[src/rtl/pipeline_ctrl_pkg.sv]
// ============================================================================
//  Module   : pipeline_ctrl_pkg
//  Purpose  : Shared state codes, default widths and a width helper for the
//             5-stage pipeline controller.
//  Revision : 1.0  - initial release
// ============================================================================
`default_nettype none

package pipeline_ctrl_pkg;

  localparam int NB_REG_DEFAULT       = 5;
  localparam int DRAIN_CYCLES_DEFAULT = 4;
  localparam int NB_CNT_DEFAULT       = 32;

  // Controller sequencing states
  typedef enum logic [1:0] {
    ST_IDLE   = 2'd0,
    ST_RUN    = 2'd1,
    ST_DRAIN  = 2'd2,
    ST_HALTED = 2'd3
  } state_t;

  // Bits needed to hold values 0..n-1 (at least one bit)
  function automatic int cnt_width(input int n);
    return (n > 1) ? $clog2(n) : 1;
  endfunction

endpackage

`default_nettype wire

[src/rtl/pipeline_ctrl_if.sv]
// ============================================================================
//  Module   : pipeline_ctrl_if
//  Purpose  : Bundle of debug, decode/EX/MEM hazard inputs and the stage
//             enable/flush, halt and counter outputs of the controller.
//             master = datapath/debug side, slave = controller.
//  Revision : 1.0  - initial release
// ============================================================================
`default_nettype none

interface pipeline_ctrl_if #(
  parameter int NB_REG = 5,
  parameter int NB_CNT = 32
);

  logic              i_dbg_run;
  logic              i_dbg_step;
  logic              i_dbg_stop;
  logic              i_ID_halt;
  logic [NB_REG-1:0] i_ID_rs;
  logic [NB_REG-1:0] i_ID_rt;
  logic              i_EX_mem_read;
  logic [NB_REG-1:0] i_EX_rt;
  logic              i_MEM_branch_taken;

  logic              o_pc_en;
  logic              o_IF_ID_en;
  logic              o_ID_EX_en;
  logic              o_EX_MEM_en;
  logic              o_MEM_WB_en;
  logic              o_IF_ID_flush;
  logic              o_ID_EX_flush;
  logic              o_EX_MEM_flush;
  logic              o_halted;
  logic [NB_CNT-1:0] o_cycle_count;
  logic [NB_CNT-1:0] o_stall_count;
  logic [NB_CNT-1:0] o_flush_count;

  modport master (
    output i_dbg_run, i_dbg_step, i_dbg_stop, i_ID_halt, i_ID_rs, i_ID_rt,
           i_EX_mem_read, i_EX_rt, i_MEM_branch_taken,
    input  o_pc_en, o_IF_ID_en, o_ID_EX_en, o_EX_MEM_en, o_MEM_WB_en,
           o_IF_ID_flush, o_ID_EX_flush, o_EX_MEM_flush, o_halted,
           o_cycle_count, o_stall_count, o_flush_count
  );

  modport slave (
    input  i_dbg_run, i_dbg_step, i_dbg_stop, i_ID_halt, i_ID_rs, i_ID_rt,
           i_EX_mem_read, i_EX_rt, i_MEM_branch_taken,
    output o_pc_en, o_IF_ID_en, o_ID_EX_en, o_EX_MEM_en, o_MEM_WB_en,
           o_IF_ID_flush, o_ID_EX_flush, o_EX_MEM_flush, o_halted,
           o_cycle_count, o_stall_count, o_flush_count
  );

endinterface

`default_nettype wire

[src/rtl/pipeline_ctrl_hazard_detect.sv]
// ============================================================================
//  Module   : pipeline_ctrl_hazard_detect
//  Purpose  : Load-use hazard compare: a load in EX whose destination (not
//             $zero) is a source of the instruction currently in ID.
//  Revision : 1.0  - initial release
// ============================================================================
`default_nettype none

module pipeline_ctrl_hazard_detect
  import pipeline_ctrl_pkg::*;
#(
  parameter int NB_REG = NB_REG_DEFAULT
) (
  input  logic              mem_read,
  input  logic [NB_REG-1:0] ex_rt,
  input  logic [NB_REG-1:0] id_rs,
  input  logic [NB_REG-1:0] id_rt,
  output logic              stall
);

  // $zero never carries a dependency, so it is excluded from the compare
  assign stall = mem_read && (ex_rt != '0) &&
                 ((ex_rt == id_rs) || (ex_rt == id_rt));

endmodule

`default_nettype wire

[src/rtl/pipeline_ctrl.sv]
// ============================================================================
//  Module   : pipeline_ctrl
//  Purpose  : Sequencer for the 5-stage MIPS pipeline. Drives stage register
//             enables/flushes, handles debug run/step/stop, load-use stalls,
//             branch flushes and the HALT drain into HALTED.
//  Options  : PIPE_CTRL_PERF_CNT_EN - enables the stall/flush perf counters;
//             when undefined both counter outputs are tied to zero.
//  Revision : 1.0  - initial release
// ============================================================================
`default_nettype none

module pipeline_ctrl
  import pipeline_ctrl_pkg::*;
#(
  parameter int NB_REG       = NB_REG_DEFAULT,
  parameter int DRAIN_CYCLES = DRAIN_CYCLES_DEFAULT,
  parameter int NB_CNT       = NB_CNT_DEFAULT
) (
  input  logic           i_clock,
  input  logic           i_reset_n,
  pipeline_ctrl_if.slave bus
);

  localparam int                 NB_DCNT    = cnt_width(DRAIN_CYCLES);
  localparam logic [NB_DCNT-1:0] DRAIN_INIT = NB_DCNT'(DRAIN_CYCLES - 1);

  state_t             state;
  logic               step_mode;
  logic [NB_DCNT-1:0] drain_cnt;
  logic               halted;
  logic [NB_CNT-1:0]  cycle_cnt;

  logic adv;
  logic load_use;
  logic in_drain;
  logic stop_req;
  logic run_req;
  logic step_req;
  logic branch;
  logic halt_hit;
  logic halt_apply;
  logic stall_apply;
  logic drain_step_mode;

  logic pc_en, if_id_en, id_ex_en, ex_mem_en, mem_wb_en;
  logic if_id_flush, id_ex_flush, ex_mem_flush;

  pipeline_ctrl_hazard_detect #(
    .NB_REG (NB_REG)
  ) u_hazard (
    .mem_read (bus.i_EX_mem_read),
    .ex_rt    (bus.i_EX_rt),
    .id_rs    (bus.i_ID_rs),
    .id_rt    (bus.i_ID_rt),
    .stall    (load_use)
  );

  // Debug pulses resolved by precedence stop > run > step
  assign stop_req = bus.i_dbg_stop;
  assign run_req  = bus.i_dbg_run & ~bus.i_dbg_stop;
  assign step_req = bus.i_dbg_step & ~bus.i_dbg_stop & ~bus.i_dbg_run;

  assign in_drain    = (state == ST_DRAIN);
  assign branch      = bus.i_MEM_branch_taken;
  // HALT seen in ID only matters outside DRAIN; during DRAIN ID holds bubbles
  assign halt_hit    = bus.i_ID_halt & ~in_drain;
  assign halt_apply  = adv & ~branch & halt_hit;
  assign stall_apply = adv & ~branch & ~in_drain & ~bus.i_ID_halt & load_use;

  // step_mode as it will be after this cycle's debug pulses while draining
  assign drain_step_mode = stop_req ? 1'b1 : (run_req ? 1'b0 : step_mode);

  // Advance qualifier; forced low while reset is held so nothing moves
  always_comb begin
    adv = 1'b0;
    if (i_reset_n) begin
      case (state)
        ST_IDLE:   adv = step_req;
        ST_RUN:    adv = 1'b1;
        ST_DRAIN:  adv = ~step_mode | step_req;
        ST_HALTED: adv = 1'b0;
        default:   adv = 1'b0;
      endcase
    end
  end

  // Stage enables/flushes: all on when advancing, then branch > halt/drain > load-use
  always_comb begin
    pc_en        = 1'b0;
    if_id_en     = 1'b0;
    id_ex_en     = 1'b0;
    ex_mem_en    = 1'b0;
    mem_wb_en    = 1'b0;
    if_id_flush  = 1'b0;
    id_ex_flush  = 1'b0;
    ex_mem_flush = 1'b0;
    if (adv) begin
      pc_en     = 1'b1;
      if_id_en  = 1'b1;
      id_ex_en  = 1'b1;
      ex_mem_en = 1'b1;
      mem_wb_en = 1'b1;
      if (branch) begin
        // pc_en stays high so the branch target is loaded
        if_id_flush  = 1'b1;
        id_ex_flush  = 1'b1;
        ex_mem_flush = 1'b1;
      end else if (in_drain || halt_hit) begin
        pc_en       = 1'b0;
        if_id_flush = 1'b1;
      end else if (stall_apply) begin
        pc_en       = 1'b0;
        if_id_en    = 1'b0;
        id_ex_flush = 1'b1;
      end
    end
  end

  // Sequencing FSM with step_mode, drain counter, halt flag and cycle counter
  always_ff @(posedge i_clock or negedge i_reset_n) begin
    if (!i_reset_n) begin
      state     <= ST_IDLE;
      step_mode <= 1'b1;
      drain_cnt <= '0;
      halted    <= 1'b0;
      cycle_cnt <= '0;
    end else begin
      if (adv && (cycle_cnt != '1)) begin
        cycle_cnt <= cycle_cnt + NB_CNT'(1);
      end
      case (state)
        ST_IDLE: begin
          if (halt_apply) begin
            state     <= ST_DRAIN;
            drain_cnt <= DRAIN_INIT;
          end else if (run_req) begin
            state     <= ST_RUN;
            step_mode <= 1'b0;
          end
        end
        ST_RUN: begin
          if (halt_apply) begin
            state     <= ST_DRAIN;
            drain_cnt <= DRAIN_INIT;
            step_mode <= stop_req;
          end else if (stop_req) begin
            state     <= ST_IDLE;
            step_mode <= 1'b1;
          end
        end
        ST_DRAIN: begin
          step_mode <= drain_step_mode;
          if (adv) begin
            if (branch) begin
              // HALT was on the wrong path: resume in the current debug mode
              state     <= drain_step_mode ? ST_IDLE : ST_RUN;
              drain_cnt <= '0;
            end else if (drain_cnt == '0) begin
              state  <= ST_HALTED;
              halted <= 1'b1;
            end else begin
              drain_cnt <= drain_cnt - NB_DCNT'(1);
            end
          end
        end
        ST_HALTED: begin
          state <= ST_HALTED;
        end
        default: begin
          state <= ST_IDLE;
        end
      endcase
    end
  end

  assign bus.o_pc_en        = pc_en;
  assign bus.o_IF_ID_en     = if_id_en;
  assign bus.o_ID_EX_en     = id_ex_en;
  assign bus.o_EX_MEM_en    = ex_mem_en;
  assign bus.o_MEM_WB_en    = mem_wb_en;
  assign bus.o_IF_ID_flush  = if_id_flush;
  assign bus.o_ID_EX_flush  = id_ex_flush;
  assign bus.o_EX_MEM_flush = ex_mem_flush;
  assign bus.o_halted       = halted;
  assign bus.o_cycle_count  = cycle_cnt;

`ifdef PIPE_CTRL_PERF_CNT_EN
  logic [NB_CNT-1:0] stall_cnt;
  logic [NB_CNT-1:0] flush_cnt;

  // Saturating counts of applied load-use stalls and branch flushes
  always_ff @(posedge i_clock or negedge i_reset_n) begin
    if (!i_reset_n) begin
      stall_cnt <= '0;
      flush_cnt <= '0;
    end else begin
      if (stall_apply && (stall_cnt != '1)) begin
        stall_cnt <= stall_cnt + NB_CNT'(1);
      end
      if (adv && branch && (flush_cnt != '1)) begin
        flush_cnt <= flush_cnt + NB_CNT'(1);
      end
    end
  end

  assign bus.o_stall_count = stall_cnt;
  assign bus.o_flush_count = flush_cnt;
`else
  assign bus.o_stall_count = '0;
  assign bus.o_flush_count = '0;
`endif

endmodule

`default_nettype wire

[src/flat_wrapper.sv]
// flat-port wrapper written by rule: the top's interface ports become plain ports
module pipeline_ctrl_flat import pipeline_ctrl_pkg::*;
#(
  parameter int NB_REG       = NB_REG_DEFAULT,
  parameter int DRAIN_CYCLES = DRAIN_CYCLES_DEFAULT,
  parameter int NB_CNT       = NB_CNT_DEFAULT
)
  (i_clock, i_reset_n, bus_i_dbg_run, bus_i_dbg_step, bus_i_dbg_stop, bus_i_ID_halt, bus_i_ID_rs, bus_i_ID_rt, bus_i_EX_mem_read, bus_i_EX_rt, bus_i_MEM_branch_taken, bus_o_pc_en, bus_o_IF_ID_en, bus_o_ID_EX_en, bus_o_EX_MEM_en, bus_o_MEM_WB_en, bus_o_IF_ID_flush, bus_o_ID_EX_flush, bus_o_EX_MEM_flush, bus_o_halted, bus_o_cycle_count, bus_o_stall_count, bus_o_flush_count);
  pipeline_ctrl_if #(.NB_REG(NB_REG), .NB_CNT(NB_CNT)) bus_i ();
  input  logic i_clock;
  input  logic i_reset_n;
  input wire logic [$bits(bus_i.i_dbg_run)-1:0] bus_i_dbg_run;
  input wire logic [$bits(bus_i.i_dbg_step)-1:0] bus_i_dbg_step;
  input wire logic [$bits(bus_i.i_dbg_stop)-1:0] bus_i_dbg_stop;
  input wire logic [$bits(bus_i.i_ID_halt)-1:0] bus_i_ID_halt;
  input wire logic [$bits(bus_i.i_ID_rs)-1:0] bus_i_ID_rs;
  input wire logic [$bits(bus_i.i_ID_rt)-1:0] bus_i_ID_rt;
  input wire logic [$bits(bus_i.i_EX_mem_read)-1:0] bus_i_EX_mem_read;
  input wire logic [$bits(bus_i.i_EX_rt)-1:0] bus_i_EX_rt;
  input wire logic [$bits(bus_i.i_MEM_branch_taken)-1:0] bus_i_MEM_branch_taken;
  output wire logic [$bits(bus_i.o_pc_en)-1:0] bus_o_pc_en;
  output wire logic [$bits(bus_i.o_IF_ID_en)-1:0] bus_o_IF_ID_en;
  output wire logic [$bits(bus_i.o_ID_EX_en)-1:0] bus_o_ID_EX_en;
  output wire logic [$bits(bus_i.o_EX_MEM_en)-1:0] bus_o_EX_MEM_en;
  output wire logic [$bits(bus_i.o_MEM_WB_en)-1:0] bus_o_MEM_WB_en;
  output wire logic [$bits(bus_i.o_IF_ID_flush)-1:0] bus_o_IF_ID_flush;
  output wire logic [$bits(bus_i.o_ID_EX_flush)-1:0] bus_o_ID_EX_flush;
  output wire logic [$bits(bus_i.o_EX_MEM_flush)-1:0] bus_o_EX_MEM_flush;
  output wire logic [$bits(bus_i.o_halted)-1:0] bus_o_halted;
  output wire logic [$bits(bus_i.o_cycle_count)-1:0] bus_o_cycle_count;
  output wire logic [$bits(bus_i.o_stall_count)-1:0] bus_o_stall_count;
  output wire logic [$bits(bus_i.o_flush_count)-1:0] bus_o_flush_count;
  assign bus_i.i_dbg_run = bus_i_dbg_run;
  assign bus_i.i_dbg_step = bus_i_dbg_step;
  assign bus_i.i_dbg_stop = bus_i_dbg_stop;
  assign bus_i.i_ID_halt = bus_i_ID_halt;
  assign bus_i.i_ID_rs = bus_i_ID_rs;
  assign bus_i.i_ID_rt = bus_i_ID_rt;
  assign bus_i.i_EX_mem_read = bus_i_EX_mem_read;
  assign bus_i.i_EX_rt = bus_i_EX_rt;
  assign bus_i.i_MEM_branch_taken = bus_i_MEM_branch_taken;
  assign bus_o_pc_en = bus_i.o_pc_en;
  assign bus_o_IF_ID_en = bus_i.o_IF_ID_en;
  assign bus_o_ID_EX_en = bus_i.o_ID_EX_en;
  assign bus_o_EX_MEM_en = bus_i.o_EX_MEM_en;
  assign bus_o_MEM_WB_en = bus_i.o_MEM_WB_en;
  assign bus_o_IF_ID_flush = bus_i.o_IF_ID_flush;
  assign bus_o_ID_EX_flush = bus_i.o_ID_EX_flush;
  assign bus_o_EX_MEM_flush = bus_i.o_EX_MEM_flush;
  assign bus_o_halted = bus_i.o_halted;
  assign bus_o_cycle_count = bus_i.o_cycle_count;
  assign bus_o_stall_count = bus_i.o_stall_count;
  assign bus_o_flush_count = bus_i.o_flush_count;
  pipeline_ctrl #(.NB_REG(NB_REG), .DRAIN_CYCLES(DRAIN_CYCLES), .NB_CNT(NB_CNT)) u_core (.i_clock(i_clock), .i_reset_n(i_reset_n), .bus(bus_i));
endmodule
[config.mk]
export PLATFORM = sky130hd
export DESIGN_NAME = pipeline_ctrl_flat
export DESIGN_NICKNAME = d
export VERILOG_FILES = /design/src/rtl/pipeline_ctrl_pkg.sv /design/src/rtl/pipeline_ctrl_if.sv /design/src/rtl/pipeline_ctrl_hazard_detect.sv /design/src/rtl/pipeline_ctrl.sv /design/src/flat_wrapper.sv
export SDC_FILE = /design/constraint.sdc
export NUM_CORES = 1
export LEC_CHECK = 0
export BUFFER_PORTS_ARGS = -buffer_cell sky130_fd_sc_hd__buf_2
export CAP_MARGIN = 15
export CELL_PAD_IN_SITES_DETAIL_PLACEMENT = 1
export CELL_PAD_IN_SITES_GLOBAL_PLACEMENT = 2
export CORE_ASPECT_RATIO = 0.7
export CORE_UTILIZATION = 29
export DETAILED_ROUTE_END_ITERATION = 7
export PLACE_DENSITY = 0.88
export SLEW_MARGIN = 10
export SYNTH_ARGS = -nofsm -noshare
export SYNTH_HDL_FRONTEND = slang
export SYNTH_SLANG_ARGS = --single-unit
[constraint.sdc]
create_clock -name i_clock -period 4.6 [get_ports i_clock]
set_clock_uncertainty 0.1 [all_clocks]
set_input_delay 0.69 -clock i_clock [delete_from_list [all_inputs] [get_ports i_clock]]
set_output_delay 0.69 -clock i_clock [all_outputs]
set_load 0.02 [all_outputs]
**After elaboration in Yosys (flattened, before gate mapping)**

Cells that the tools add are included.

- Input port bits: 23
- Register bits after elaboration: 38
- Memories: 0
- ROM bits: 0
- Latch bits: 0
- Output and inout port bits: 105
- Logic and storage cells: 90
- RAM bits: 0

- Order comparisons: 0
- $mul: 0
- Bitwise gates (word level): 16
- Equality and inequality tests: 13
- Shift-type cells: 0
- Muxes and demuxes: 39
- Reductions and logical operators: 15
- Divide/modulo/power cells: 0
- Add/subtract/negate cells: 2

Operators with widths:

| cell | number |
|---|---|
| $add A32 B1 Y32 const B | 1 |
| $ne A32 B32 Y1 const B | 1 |
| $mux W1 | 24 |
| $mux W2 | 11 |
| $reduce_and A4 Y1 | 3 |
| $eq A5 B5 Y1 | 2 |
| $and A1 B1 Y1 | 9 |
| $pmux W2 S4 | 1 |
| $ne A3 B3 Y1 const B | 2 |
| $not A1 Y1 | 6 |
| $reduce_bool A5 Y1 | 1 |
| $eq A2 B2 Y1 const B | 2 |
| $logic_not A2 Y1 | 2 |
| $ne A2 B1 Y1 const B | 2 |
| $pmux W1 S4 | 1 |
| $pmux W2 S2 | 1 |
| $logic_and A1 B1 Y1 | 3 |
| $ne A3 B1 Y1 const B | 1 |
| $ne A3 B2 Y1 const B | 1 |
| $pmux W1 S3 | 1 |
| $reduce_and A3 Y1 | 1 |
| $reduce_bool A3 Y1 | 1 |
| $eq A2 B1 Y1 const B | 1 |
| $logic_or A1 B1 Y1 | 2 |
| 5 further kinds | 5 |

**Logic depth before layout (Yosys ltp)**

- Word-level depth: 14
- Depth in mapped cells: 9
- Mapped depth without buffers: 9

**Hierarchy**

Synthesis repeated with hierarchy kept, for this count alone.

- Cell total of the unflattened synthesis: 295
- Area, all modules: 2,757.6 um^2

Modules (own cells, without submodules):

| module | instances | sequential area each (um^2) | cells each | area an instance (um^2) |
|---|---|---|---|---|
| pipeline_ctrl | 1 | 952.2 | 278 | 2,632.5 |
| pipeline_ctrl_hazard_detect | 1 | 0.0 | 17 | 125.1 |

**Worst setup path after synthesis**

Ideal clock, no wire load.

- Kind: input to output
- Start: input bus_i_EX_rt[0]
- End: output bus_o_pc_en
- Arrival time: 2.120 ns
- Path slack: 1.690 ns
- Stages on the path: 4
- Required time: 3.810 ns
- Path buffers: 0
- Path through: or4_1 o21ai_1 a21oi_1 o41ai_1

- Cells in the longest elaborated chain, start to end: 8
- Elaborated cells on any way between the ends: 11
- Classes of those cells: 2 x eq/ne; 4 x mux; 1 x bitwise; 4 x reduce/logical

RTL lines:

| item | line | text |
|---|---|---|
| start: declaration | flat_wrapper.sv:19 | `input wire logic [$bits(bus_i.i_EX_rt)-1:0] bus_i_EX_rt;` |
| $eq A5 B5 Y1 or $reduce_bool A5 Y1 (tied branches) | pipeline_ctrl_hazard_detect.sv:23, pipeline_ctrl_hazard_detect.sv:22 |  |
| $logic_or A1 B1 Y1 or $logic_and A1 B1 Y1 (tied branches) | pipeline_ctrl_hazard_detect.sv:23, pipeline_ctrl_hazard_detect.sv:22 |  |
| $logic_and A1 B1 Y1 * | pipeline_ctrl_hazard_detect.sv:22 | `assign stall = mem_read && (ex_rt != '0) &&` |
| $and A1 B1 Y1 * | pipeline_ctrl.sv:68 | `assign stall_apply = adv & ~branch & ~in_drain & ~bus.i_ID_halt & load_use;` |
| $mux W1 * | pipeline_ctrl.sv:111 | `end else if (stall_apply) begin` |
| $mux W1 * | pipeline_ctrl.sv:108 | `end else if (in_drain \|\| halt_hit) begin` |
| $mux W1 * | pipeline_ctrl.sv:103 | `if (branch) begin` |
| $mux W1 * | pipeline_ctrl.sv:97 | `if (adv) begin` |
| end: declaration | flat_wrapper.sv:21 | `output wire logic [$bits(bus_i.o_pc_en)-1:0] bus_o_pc_en;` |

Mark *: on every way between the ends. The rest lies on a longest branch, timed or not.

**Worst setup path in the final report**

- Start: register u_core.state[0]
- End: output bus_o_ID_EX_flush

- Cells in the longest elaborated chain, start to end: 11
- Elaborated cells on any way between the ends: 17
- Classes of those cells: 3 x eq/ne; 6 x mux; 6 x bitwise; 2 x reduce/logical

RTL lines:

| item | line | text |
|---|---|---|
| start: declaration | pipeline_ctrl.sv:27 | `state_t state;` |
| start signal: assignment | pipeline_ctrl.sv:156 | `state <= drain_step_mode ? ST_IDLE : ST_RUN;` |
| $eq A2 B2 Y1, or another cell as far along | pipeline_ctrl.sv:77 | `case (state)` |
| $pmux W1 S4 | pipeline_ctrl.sv:77 |  |
| $mux W1 | pipeline_ctrl.sv:76 | `if (i_reset_n) begin` |
| $and A1 B1 Y1 (4 in series) | pipeline_ctrl.sv:68 |  |
| $mux W1 | pipeline_ctrl.sv:111 |  |
| $mux W1 | pipeline_ctrl.sv:108 |  |
| $mux W1 | pipeline_ctrl.sv:103 |  |
| $mux W1 * | pipeline_ctrl.sv:97 |  |
| end: declaration | flat_wrapper.sv:27 | `output wire logic [$bits(bus_i.o_ID_EX_flush)-1:0] bus_o_ID_EX_flush;` |

Marks and branches as above.

==> flow_metrics.py <==
metrics = {
    "synth": {
        "ys_seq_area_share_pct": 33.07,
        "synth-edff-count": 0,
        "ys_async_sr_fraction_pct": 100.0,
        "synth_ff_type": "dfrtp_1",
        "ys_ff_latch": 38,
        "avgSynthCellArea_um2": 9.287,
        "netlist_area_mm2": 0.002879,
        "ys_types": 53,
        "ys_warn_count": 0,
        "syn-instance-count": 310,
    },
    "timing": {
        "fin_tns_setup_ns": 0,
        "min_period_ns": 3.350,
        "relSlewSlack_pct": 55.99,
        "worst_slew_pin_slew_ns": 0.6552,
        "post-route-period-util_pct": 72.83,
        "setup_viol": 0,
        "maxSlewViolCount": 0,
        "hold_viol_final": 0,
        "fmax_ghz": 0.2985,
        "rsz0062_at_grt": "no",
    },
    "critical_path": {
        "cpMostUsedCell": "inv_1",
        "cp_slowest_cell": "nor3_2",
        "worstRegToRegCells": 5,
        "r2r_slack_ns": 2.00,
        "crit_fanout": 17,
        "r2r-start": "u_core.bus.o_cycle_count[14]",
        "critPathTopFamily": "simple AND/OR/NAND/NOR gates",
        "crit_type": "register to output port",
        "cp.buffers_inverters": 4,
        "worstPathRequired_ns": 3.81,
        "slowest_delay_ns": 0.45,
        "crit-reg2reg-capture": "u_core.bus.o_cycle_count[1]",
        "worstPathArrival_ns": 2.56,
        "start_kind": "register",
        "path_cells": "inv_1, ha_1, nor3_2, nand2b_1, inv_2, nand2_1, inv_1, a21o_1, buf_2",
        "setup.worst_path.end_class": "output port",
    },
    "placed_design": {
        "dp.final_hpwl_um": 5582,
        "io_buffers": 63,
        "gp_congestion": 0.7954,
    },
    "die": {
        "die_h_um": 85.36,
        "rows": 30,
        "fp.dieArea_mm2": 0.01034,
        "die_width_um": 121.1,
        "io_pins": 128,
        "initial_core_util_pct": 29.73,
        "design.core.area_mm2": 0.009684,
    },
    "worst_hold_path": {
        "hp-class": "input pin to async pin",
    },
    "detailed_routing": {
        "routed.top_layer": "met4",
        "drtIter0Drc": 120,
        "wl_um": 7086,
        "dr.pass1.iters": 4,
        "wl_per_cell_um": 14.09,
        "ant_nets": 0,
        "vias": 2245,
        "wl_met2_um": 3147,
        "route.detailed.drc": 0,
        "wl_met1_um": 3593,
        "met3_length_um": 301,
        "vias_per_cell": 4.463,
    },
    "grt": {
        "grt_pass1_vias": 2129,
        "grt.overflow.total": 0,
        "grt_pass1_wl_um": 11340,
        "grt_max_degree": 28,
        "track_usage_pct": 13.98,
        "grt_antenna_before_repair": 0,
    },
    "clock_tree": {
        "cts_max_level": 2,
        "path_clk_slew_ns": 0.06,
        "holdBufCountCts": 0,
        "cts_resized": 0,
        "cts_root_buf": "clkbuf_16",
        "cts_setup_buffers": 0,
        "cts_tree": "built",
        "numCtsBuffers": 5,
        "clock_path_buffers": 2,
        "clk_latency_ns": 0.28,
        "cts.sinks": 38,
    },
    "outcome": {
        "outcome": "complete, no violations",
    },
    "layout": {
        "num_antenna_cells": 0,
        "nFillCells": 1180,
        "syn2layout_area_growth_pct": 12.43,
        "drive_above_1_share_pct": 23.73,
        "final_net_count": 403,
    },
    "pwr": {
        "p_total_mw": 1.420,
        "static-leakage-power_nw": 1.606,
        "ir_drop_mv": 0.1231,
        "powerDensity_mw_per_mm2": 438.6,
    },
    "run": {
        "maxCapViolCount": 0,
    },
}
[worst max path at each step]
stage	from	endpoint	slack (ns)	cells after the start
after detailed placement	i_reset_n	bus_o_ID_EX_flush	1.40	9
after floorplan	bus_i_EX_rt[0]	bus_o_pc_en	1.69	4
after global routing	u_core.state[0]	bus_o_ID_EX_flush	1.11	9
after CTS	u_core.state[0]	bus_o_ID_EX_flush	1.24	9
after global placement	i_reset_n	bus_o_ID_EX_flush	1.47	9
final	u_core.state[0]	bus_o_ID_EX_flush	1.25	9
[Yosys cell counts (all sizes together) (2+ instances only)]
cell     n  area (um^2)
and3     8        52.55
nand2b   4        25.02
o41ai    2        17.52
ha       6        75.07
nand4   20        137.6
nor2    15        56.30
and2     2        12.51
buf     68        505.5
nand2   17        63.81
inv      9        33.78
nand4b   2        17.52
nor3b    4        40.03
nor4     4        61.31
o21ai    4        20.01
xnor2   28        245.2
nand3   16        85.08
o21a     2        15.01
and4     2        17.52
mux2i    3        30.03
mux2     4        48.79
a21o     2        15.01
a21oi   11        66.32
clkbuf   2        7.510
nor2b    3        18.77
dfrtp   37        925.9
nor3    12        70.07
xor2     9        78.83
[flip-flops by register name, summed over array words and instances (netlist names)]
| signal | flops |
|---|---|
| u_core.bus.o_cycle_count | 32 |
| u_core.bus.o_halted | 1 |
| u_core.drain_cnt | 2 |
| u_core.state | 2 |
| u_core.step_mode | 1 |
[cell usage in the layout (no fill, tap or decap), drive strengths merged, types with 2 or more instances in the layout]
cell type / instances
conb: 64
o21a: 2
nor2: 15
mux2: 4
nor3b: 4
nor4: 4
nand4: 20
nand3: 16
and4: 2
ha: 6
buf: 64
a21o: 2
o21ai: 4
xor2: 9
mux2i: 3
dfrtp: 37
o41ai: 2
inv: 9
and2: 2
a21oi: 11
nand2: 17
nor2b: 3
and3: 8
nand4b: 2
nand2b: 4
clkbuf: 6
nor3: 12
xnor2: 28
[cell type report]
type | count | area, um^2 | area share (%)
Clock buffer | 6 | 138.9 | 4.291
Clock inverter | 2 | 12.51 | 0.3865
Inverter | 9 | 33.78 | 1.044
Multi-Input combinational cell | 256 | 1617 | 49.94
Sequential cell | 38 | 952.2 | 29.42
Tap cell | 128 | 160.2 | 4.948
Timing Repair Buffer | 64 | 322.8 | 9.973
[where the power goes]
group	internal, mW	total [mW]	switching, mW	leakage [nW]
Sequential	0.385	0.443	0.0574	0.505
Combinational	0.219	0.625	0.405	1.03
Clock	0.215	0.352	0.137	0.0729
[per-stage QoR]
step | setup WS [ns] | utilization, % | hold WS (ns) | instance area [um^2] | instances
floorplan | 1.690 | - | 0.2944 | 3115 | 373
global placement | 1.474 | 31.86 | 0.3869 | 3085 | 495
detailed placement | 1.402 | 31.86 | 0.3908 | 3085 | 495
CTS | 1.241 | 33.42 | 0.1988 | 3237 | 503
global route | 1.108 | 33.42 | 0.2114 | 3237 | 503
finish | 1.250 | 33.42 | 0.1908 | 3237 | 503
[worst register-to-register path: stages (launching register included)]
cell and delay (ns):
dfrtp_1 0.45, nand3_2 0.24, nor4_4 0.57, nand4_2 0.50
nand2_1 0.30, mux2_1 0.34
[cells by family (layout without fill, tap and decap cells)]
logic type	after synthesis	count (layout)	synth area share (%)
and+or+nand+nor	115	115	24.82
other	1	64	0.1303
buffers and inverters	79	81	18.99
muxes	7	7	2.738
xor gates and xnor gates	37	37	11.26
DFF	38	38	33.07
AOI/OAI and AO/OA	27	27	6.389
adders and majority gates	6	6	2.607
[metal layers]
| metal | up-vias | global-route usage (%) |
|---|---|---|
| met5 | - | 0 |
| met2 | 48 | 20.52 |
| met3 | 5 | 3.024 |
| met1 | 1118 | 20.44 |
| met4 | 0 | 3.928 |
| li1 | 1074 | - |
Note: power is estimated with default switching activity, not from simulation.
